==> config.mk <==
export PLATFORM = sky130hd
export DESIGN_NAME = jk_bank_sequencer
export DESIGN_NICKNAME = d
export VERILOG_FILES = /design/src/rtl/jk_bank_sequencer.sv
export SDC_FILE = /design/constraint.sdc
export NUM_CORES = 1
export LEC_CHECK = 0
export CELL_PAD_IN_SITES_DETAIL_PLACEMENT = 1
export CELL_PAD_IN_SITES_GLOBAL_PLACEMENT = 1
export CORE_MARGIN = 5
export CORE_UTILIZATION = 30
export DETAILED_ROUTE_END_ITERATION = 6
export PLACE_DENSITY = 0.81
export SYNTH_ARGS = -nofsm -noshare
export SYNTH_HDL_FRONTEND = slang
export SYNTH_SLANG_ARGS = --single-unit
==> constraint.sdc <==
create_clock -name clk -period 1.62 [get_ports clk]
set_input_delay 0.486 -clock clk [delete_from_list [all_inputs] [get_ports clk]]
set_output_delay 0.486 -clock clk [all_outputs]
set_load 0.02 [all_outputs]
==> src/rtl/jk_bank_sequencer.sv <==
// jk_bank_sequencer: round-robin front end for a shared master-slave JK bank.
// Two requesters issue hold/clear/set/toggle commands with a bit mask. One is
// granted, and its j/k vectors are driven for a single cycle. After the slave
// stage settles, the bank is read back and the granted requester gets a done pulse.
module jk_bank_sequencer #(
  parameter int WIDTH         = 8,
  parameter int SETTLE_CYCLES = 1
) (
  input  logic             clk,
  input  logic             rst,
  input  logic             req0_valid,
  output logic             req0_ready,
  input  logic [1:0]       req0_op,
  input  logic [WIDTH-1:0] req0_mask,
  input  logic             req1_valid,
  output logic             req1_ready,
  input  logic [1:0]       req1_op,
  input  logic [WIDTH-1:0] req1_mask,
  output logic [WIDTH-1:0] jk_j,
  output logic [WIDTH-1:0] jk_k,
  input  logic [WIDTH-1:0] q_in,
  output logic             done0,
  output logic             done1,
  output logic [WIDTH-1:0] rdata,
  output logic             busy
);

  localparam int CW = (SETTLE_CYCLES > 1) ? $clog2(SETTLE_CYCLES) : 1;

  typedef enum logic [1:0] {S_IDLE, S_APPLY, S_SETTLE, S_RESP} state_t;

  state_t           r_state;
  logic             r_last_grant;
  logic             r_gid;
  logic [CW-1:0]    r_cnt;
  logic [WIDTH-1:0] r_jk_j;
  logic [WIDTH-1:0] r_jk_k;
  logic [WIDTH-1:0] r_rdata;
  logic             r_done0;
  logic             r_done1;

  logic             w_gnt0;
  logic             w_gnt1;
  logic             w_idle;
  logic [1:0]       w_op;
  logic [WIDTH-1:0] w_mask;

  // Arbitration: a lone requester wins; on contention, the one not served last wins.
  always_comb begin
    w_idle = (r_state == S_IDLE);
    w_gnt0 = req0_valid & (~req1_valid | r_last_grant);
    w_gnt1 = req1_valid & (~req0_valid | ~r_last_grant);
    w_op   = w_gnt1 ? req1_op   : req0_op;
    w_mask = w_gnt1 ? req1_mask : req0_mask;
  end

  assign req0_ready = w_idle & w_gnt0;
  assign req1_ready = w_idle & w_gnt1;
  assign jk_j       = r_jk_j;
  assign jk_k       = r_jk_k;
  assign rdata      = r_rdata;
  assign done0      = r_done0;
  assign done1      = r_done1;
  assign busy       = ~w_idle;

  // Sequencer FSM. j/k and done are registered one-cycle pulses that default to 0.
  // j/k are loaded on the accept edge so that they are valid exactly during APPLY.
  always_ff @(posedge clk or posedge rst) begin
    if (rst) begin
      r_state      <= S_IDLE;
      r_last_grant <= 1'b1;
      r_gid        <= 1'b0;
      r_cnt        <= '0;
      r_jk_j       <= '0;
      r_jk_k       <= '0;
      r_rdata      <= '0;
      r_done0      <= 1'b0;
      r_done1      <= 1'b0;
    end else begin
      r_jk_j  <= '0;
      r_jk_k  <= '0;
      r_done0 <= 1'b0;
      r_done1 <= 1'b0;
      case (r_state)
        S_IDLE: begin
          if (w_gnt0 | w_gnt1) begin
            r_gid        <= w_gnt1;
            r_last_grant <= w_gnt1;
            r_jk_j       <= w_mask & {WIDTH{w_op[1]}};
            r_jk_k       <= w_mask & {WIDTH{w_op[0]}};
            r_state      <= S_APPLY;
          end
        end
        S_APPLY: begin
          r_cnt   <= CW'(SETTLE_CYCLES - 1);
          r_state <= S_SETTLE;
        end
        S_SETTLE: begin
          if (r_cnt == '0) r_state <= S_RESP;
          else             r_cnt   <= r_cnt - 1'b1;
        end
        S_RESP: begin
          r_rdata <= q_in;
          r_done0 <= ~r_gid;
          r_done1 <= r_gid;
          r_state <= S_IDLE;
        end
        default: r_state <= S_IDLE;
      endcase
    end
  end

endmodule
# Yosys cells after proc, flatten, opt, wreduce, memory -nomap -nowiden
# Cells that the tools add are included.
[word_totals]
ff_bits = 31
output_inout_bits = 29
[classes]
reduce_logical = 4
n_eq_ne = 5
add_sub_neg = 1
bitwise_logic = 14
n_mux = 13
[op_table]
columns = ["cell", "count"]
rows = [
  ["$mux W8", 5],
  ["$and A8 B8 Y8", 2],
  ["$pmux W2 S4", 1],
  ["$mux W2", 3],
  ["$not A1 Y1", 5],
  ["$and A1 B1 Y1", 4],
  ["$eq A2 B2 Y1 const B", 2],
  ["$reduce_and A2 Y1", 2],
  ["$mux W1", 3],
  ["$or A1 B1 Y1", 3],
  ["$eq A2 B1 Y1 const B", 1],
  ["$logic_not A2 Y1", 1],
  ["$ne A2 B1 Y1 const B", 1],
  ["$ne A2 B2 Y1 const B", 1],
  ["$pmux W1 S2", 1],
  ["$reduce_bool A2 Y1", 1],
  ["$sub A1 B1 Y1 const B", 1],
]

# Logic depth before layout (Yosys ltp)
[logic_depth]
word_depth = 7
depth_mapped = 6
depth_no_buf = 5

# Least setup slack after synthesis
# OpenSTA, ideal clock, no wires.
[synth_timing]
kind = "register to output"
from = "register r_state[0]"
to = "output port req0_ready"
n_path_buf = 1
path_stages_with_launch = 5
path_slack_ns = -0.025
arrival_ns = 1.159
path_cell_list = "dfrtp_1 > inv_1 > ha_1 > clkbuf_1 > and3_1"
[synth_between]
elab_chain_cells = 2
[synth_rtl]
columns = ["element", "line", "rtl"]
rows = [
  ["from (decl)", "32", "state_t r_state;"],
  ["from (signal assigned)", "70", "r_state <= S_IDLE;"],
  ["from (signal assigned)", "91", "r_state <= S_APPLY;"],
  ["from (signal assigned)", "96", "r_state <= S_SETTLE;"],
  ["$logic_not A2 Y1", "50", "w_idle = (r_state == S_IDLE);"],
  ["$and A1 B1 Y1", "57", "assign req0_ready = w_idle & w_gnt0;"],
  ["to (decl)", "12", "output logic req0_ready,"],
]
# No other way between the ends.

# Worst setup path after layout
[layout_timing]
from = "register r_last_grant"
to = "output port req0_ready"
[layout_between]
elab_chain_cells = 3
[layout_rtl]
columns = ["element", "line", "rtl"]
rows = [
  ["from (decl)", "33", "logic r_last_grant;"],
  ["from (signal assigned)", "88", "r_last_grant <= w_gnt1;"],
  ["$or A1 B1 Y1", "51", "w_gnt0 = req0_valid & (~req1_valid | r_last_grant);"],
  ["$and A1 B1 Y1", "51", ""],
  ["$and A1 B1 Y1", "57", ""],
]
# No other way between the ends.

==> flow_metrics.py <==
metrics = {
    "logic_synthesis": {
        "syn_nets": 128,
        "async_flop_share_pct": 100,
        "synth_area_leaders": "dfrtp_1 (60%), mux2_2 (8.3%), mux2i_1 (6.6%)",
        "netlist_instances": 93,
        "synthTopCellsByCount": "dfrtp_1 (29), nor2_1 (18), mux2_2 (9)",
        "syn_avg_cell_area_um2": 13.1,
        "synthFlopType": "dfrtp_1",
        "yosysSeqAreaShare_pct": 61.8,
        "yosysTopAreaCell": "dfrtp_1",
        "synth.top_cell.area_share_pct": 59.6,
        "synth_warnings": 0,
        "syn_area_um2": 1220,
        "synth_cell_types": 21,
        "ys_ff_latch": 30,
        "yosysMostFrequentCell": "dfrtp_1",
        "synth_edf_count": 0,
    },
    "sta": {
        "fin_crit_ns": 1.78,
        "fmax_mhz": 561,
        "fin_tns_setup_ns": -0.265,
        "tightest_slew_ns": 0.398,
        "slew_viol_final": 0,
        "grt_setup_unrepaired": "true",
        "setup_slack_ns": -0.162,
        "slew_headroom_pct": 73.4,
        "finalSetupViolCount": 3,
        "holdWs_ns": 0.418,
        "finalClockSkew_ns": 0.00363,
        "finalHoldViolations": 0,
        "fin_crit_sh_pct": 110,
    },
    "clocking": {
        "path_clk_slew_ns": 0.06,
        "clockBufferDepth": 2,
        "hold_buffers": 0,
        "cts_tree": "done",
        "cts_buffers": 5,
        "htreeDepth": 2,
        "clk_latency_ns": 0.28,
        "clock_sinks": 30,
        "cts-root-buf": "clkbuf_8",
    },
    "outcome": {
        "status": "finished with violations",
        "violations": "negative setup slack",
    },
    "die": {
        "die_area_um2": 5430,
        "die_h_um": 73.7,
        "io_pins": 61,
        "start_util_pct": 30.7,
        "die_x_um": 73.7,
        "rows": 23,
        "fp.coreArea_um2": 3970,
    },
    "grt": {
        "grt_max_degree": 17,
        "grt_pass1_wl_mm": 5.63,
        "antenna_found_initial": 0,
        "track_usage_pct": 14.2,
        "grt_pass1_vias": 1168,
        "grt_remaining_overflow": 0,
    },
    "cells_and_area": {
        "syn_to_final_growth_pct": 76.5,
        "antenna_cells": 0,
        "fin_nets": 214,
        "drive_gt1_share_pct": 31.7,
    },
    "pwr": {
        "peakVddDrop_mv": 0.659,
        "power_mw": 3.37,
        "p_leak_nw": 1.07,
        "p_per_area_nw_per_um2": 1570,
    },
    "drt": {
        "drt_wl_total_mm": 3.44,
        "wl_per_cell_um": 14.9,
        "firstDrtPassIters": 2,
        "vias_per_cell": 4.39,
        "postRouteAntennaNets": 0,
        "drt_iter0_drc": 11,
        "drc": 0,
        "dr_total_vias": 1009,
    },
    "critical_path": {
        "arrival_ns": 1.30,
        "start_kind": "register",
        "required_ns": 1.13,
        "crit_path_max_fanout": 3,
        "r2r_cells": 8,
        "cp-end-kind": "output port",
        "worstSetupPathType": "reg2out",
    },
    "placement": {
        "dp_slack_ns": -0.828,
        "hpwl_mm": 2.67,
        "portBuffers": 60,
        "place_congestion": 0.805,
    },
    "run": {
        "timing.max_cap.violations": 0,
    },
    "worst_hold_path": {
        "hold_class": "in2async",
    },
}
-- sequential cells by signal (all words and copies together), names as in the netlist --
name          flops
r_state           2
rdata             8
jk_k              8
r_gid             1
done0             1
done1             1
r_last_grant      1
jk_j              8
-- where the power goes --
part           switching, mW  internal, mW  leakage [nW]
Clock                  0.281         0.341        0.0472
Sequential             0.109         0.990         0.386
Combinational          0.781         0.866         0.640
-- worst max-delay path, cell delays in order, from the launching register on --
cell      delay, ns
dfstp_2        0.57
nand2b_4       0.14
and3_4         0.19
buf_6          0.11
-- stage by stage --
step,util [%],std cells,cell area [µm²]
floorplan,-,93,1220
CTS,53.0,227,2100
global placement,49.5,214,1970
finish,54.1,230,2150
global route,54.1,230,2150
detailed placement,49.5,214,1970
-- repair_timing --
action | in CTS | in global routing
endpoints found under the setup margin | 37 | 19
hold endpoints to repair | 0 | 0
buffers inserted | 5 | 3
resized for setup | 57 | 6
pin swaps | 2 | 2
-- routing by layer --
layer  vias up  share of wire [%]  wire [µm]  global-route usage (%)
met3         5                 13        440                    8.76
met5         -                  0          0                       0
met2        46                 50       1700                    23.8
li1        477                  -          -                       -
met1       481                 36       1230                    13.8
met4         0                1.9         65                    6.64
-- final cells by class --
class | instances | area, µm²
fillers | 439 | 1820
repair buffers | 82 | 758
flip-flops and latches | 30 | 752
multi-input cells | 55 | 462
clock buffers | 6 | 82.6
well taps | 50 | 62.6
inverters | 5 | 18.8
clock inverters | 2 | 12.5
-- logic make-up after synthesis --
kind of cell | after synthesis | synth area share [%]
flops | 30 | 61.8
simple gates | 28 | 10.5
mux | 17 | 14.9
buf+inv | 8 | 3.19
compound gates | 7 | 6.58
fa+ha+maj | 3 | 3.08
-- cells in the final DEF, fill, tap and decap left out, types with 3 or more instances in the layout --
cell	synthesis	layout
dfrtp_1	29	29
clkdlybuf4s50_1	0	29
dlygate4sd2_1	0	27
buf_4	0	17
nor2_1	18	16
mux2_2	9	9
mux2i_1	8	8
buf_6	1	7
clkbuf_8	0	6
and2_1	6	4
inv_2	0	3
-- path summary, 6_finish.rpt --
| check | end | slack (ns) | startpoint |
|---|---|---|---|
| min | r_gid | 0.42 | rst |
| max reg2reg | jk_k[7] | 0.07 | r_state[0] |
| max | req0_ready | -0.16 | r_last_grant |
| min in group clk | done0 | 0.47 | r_gid |
| min reg2reg | done0 | 0.47 | r_gid |
| max in group asynchronous | jk_k[2] | 0.74 | rst |
Note: power is estimated with default switching activity, not from simulation.
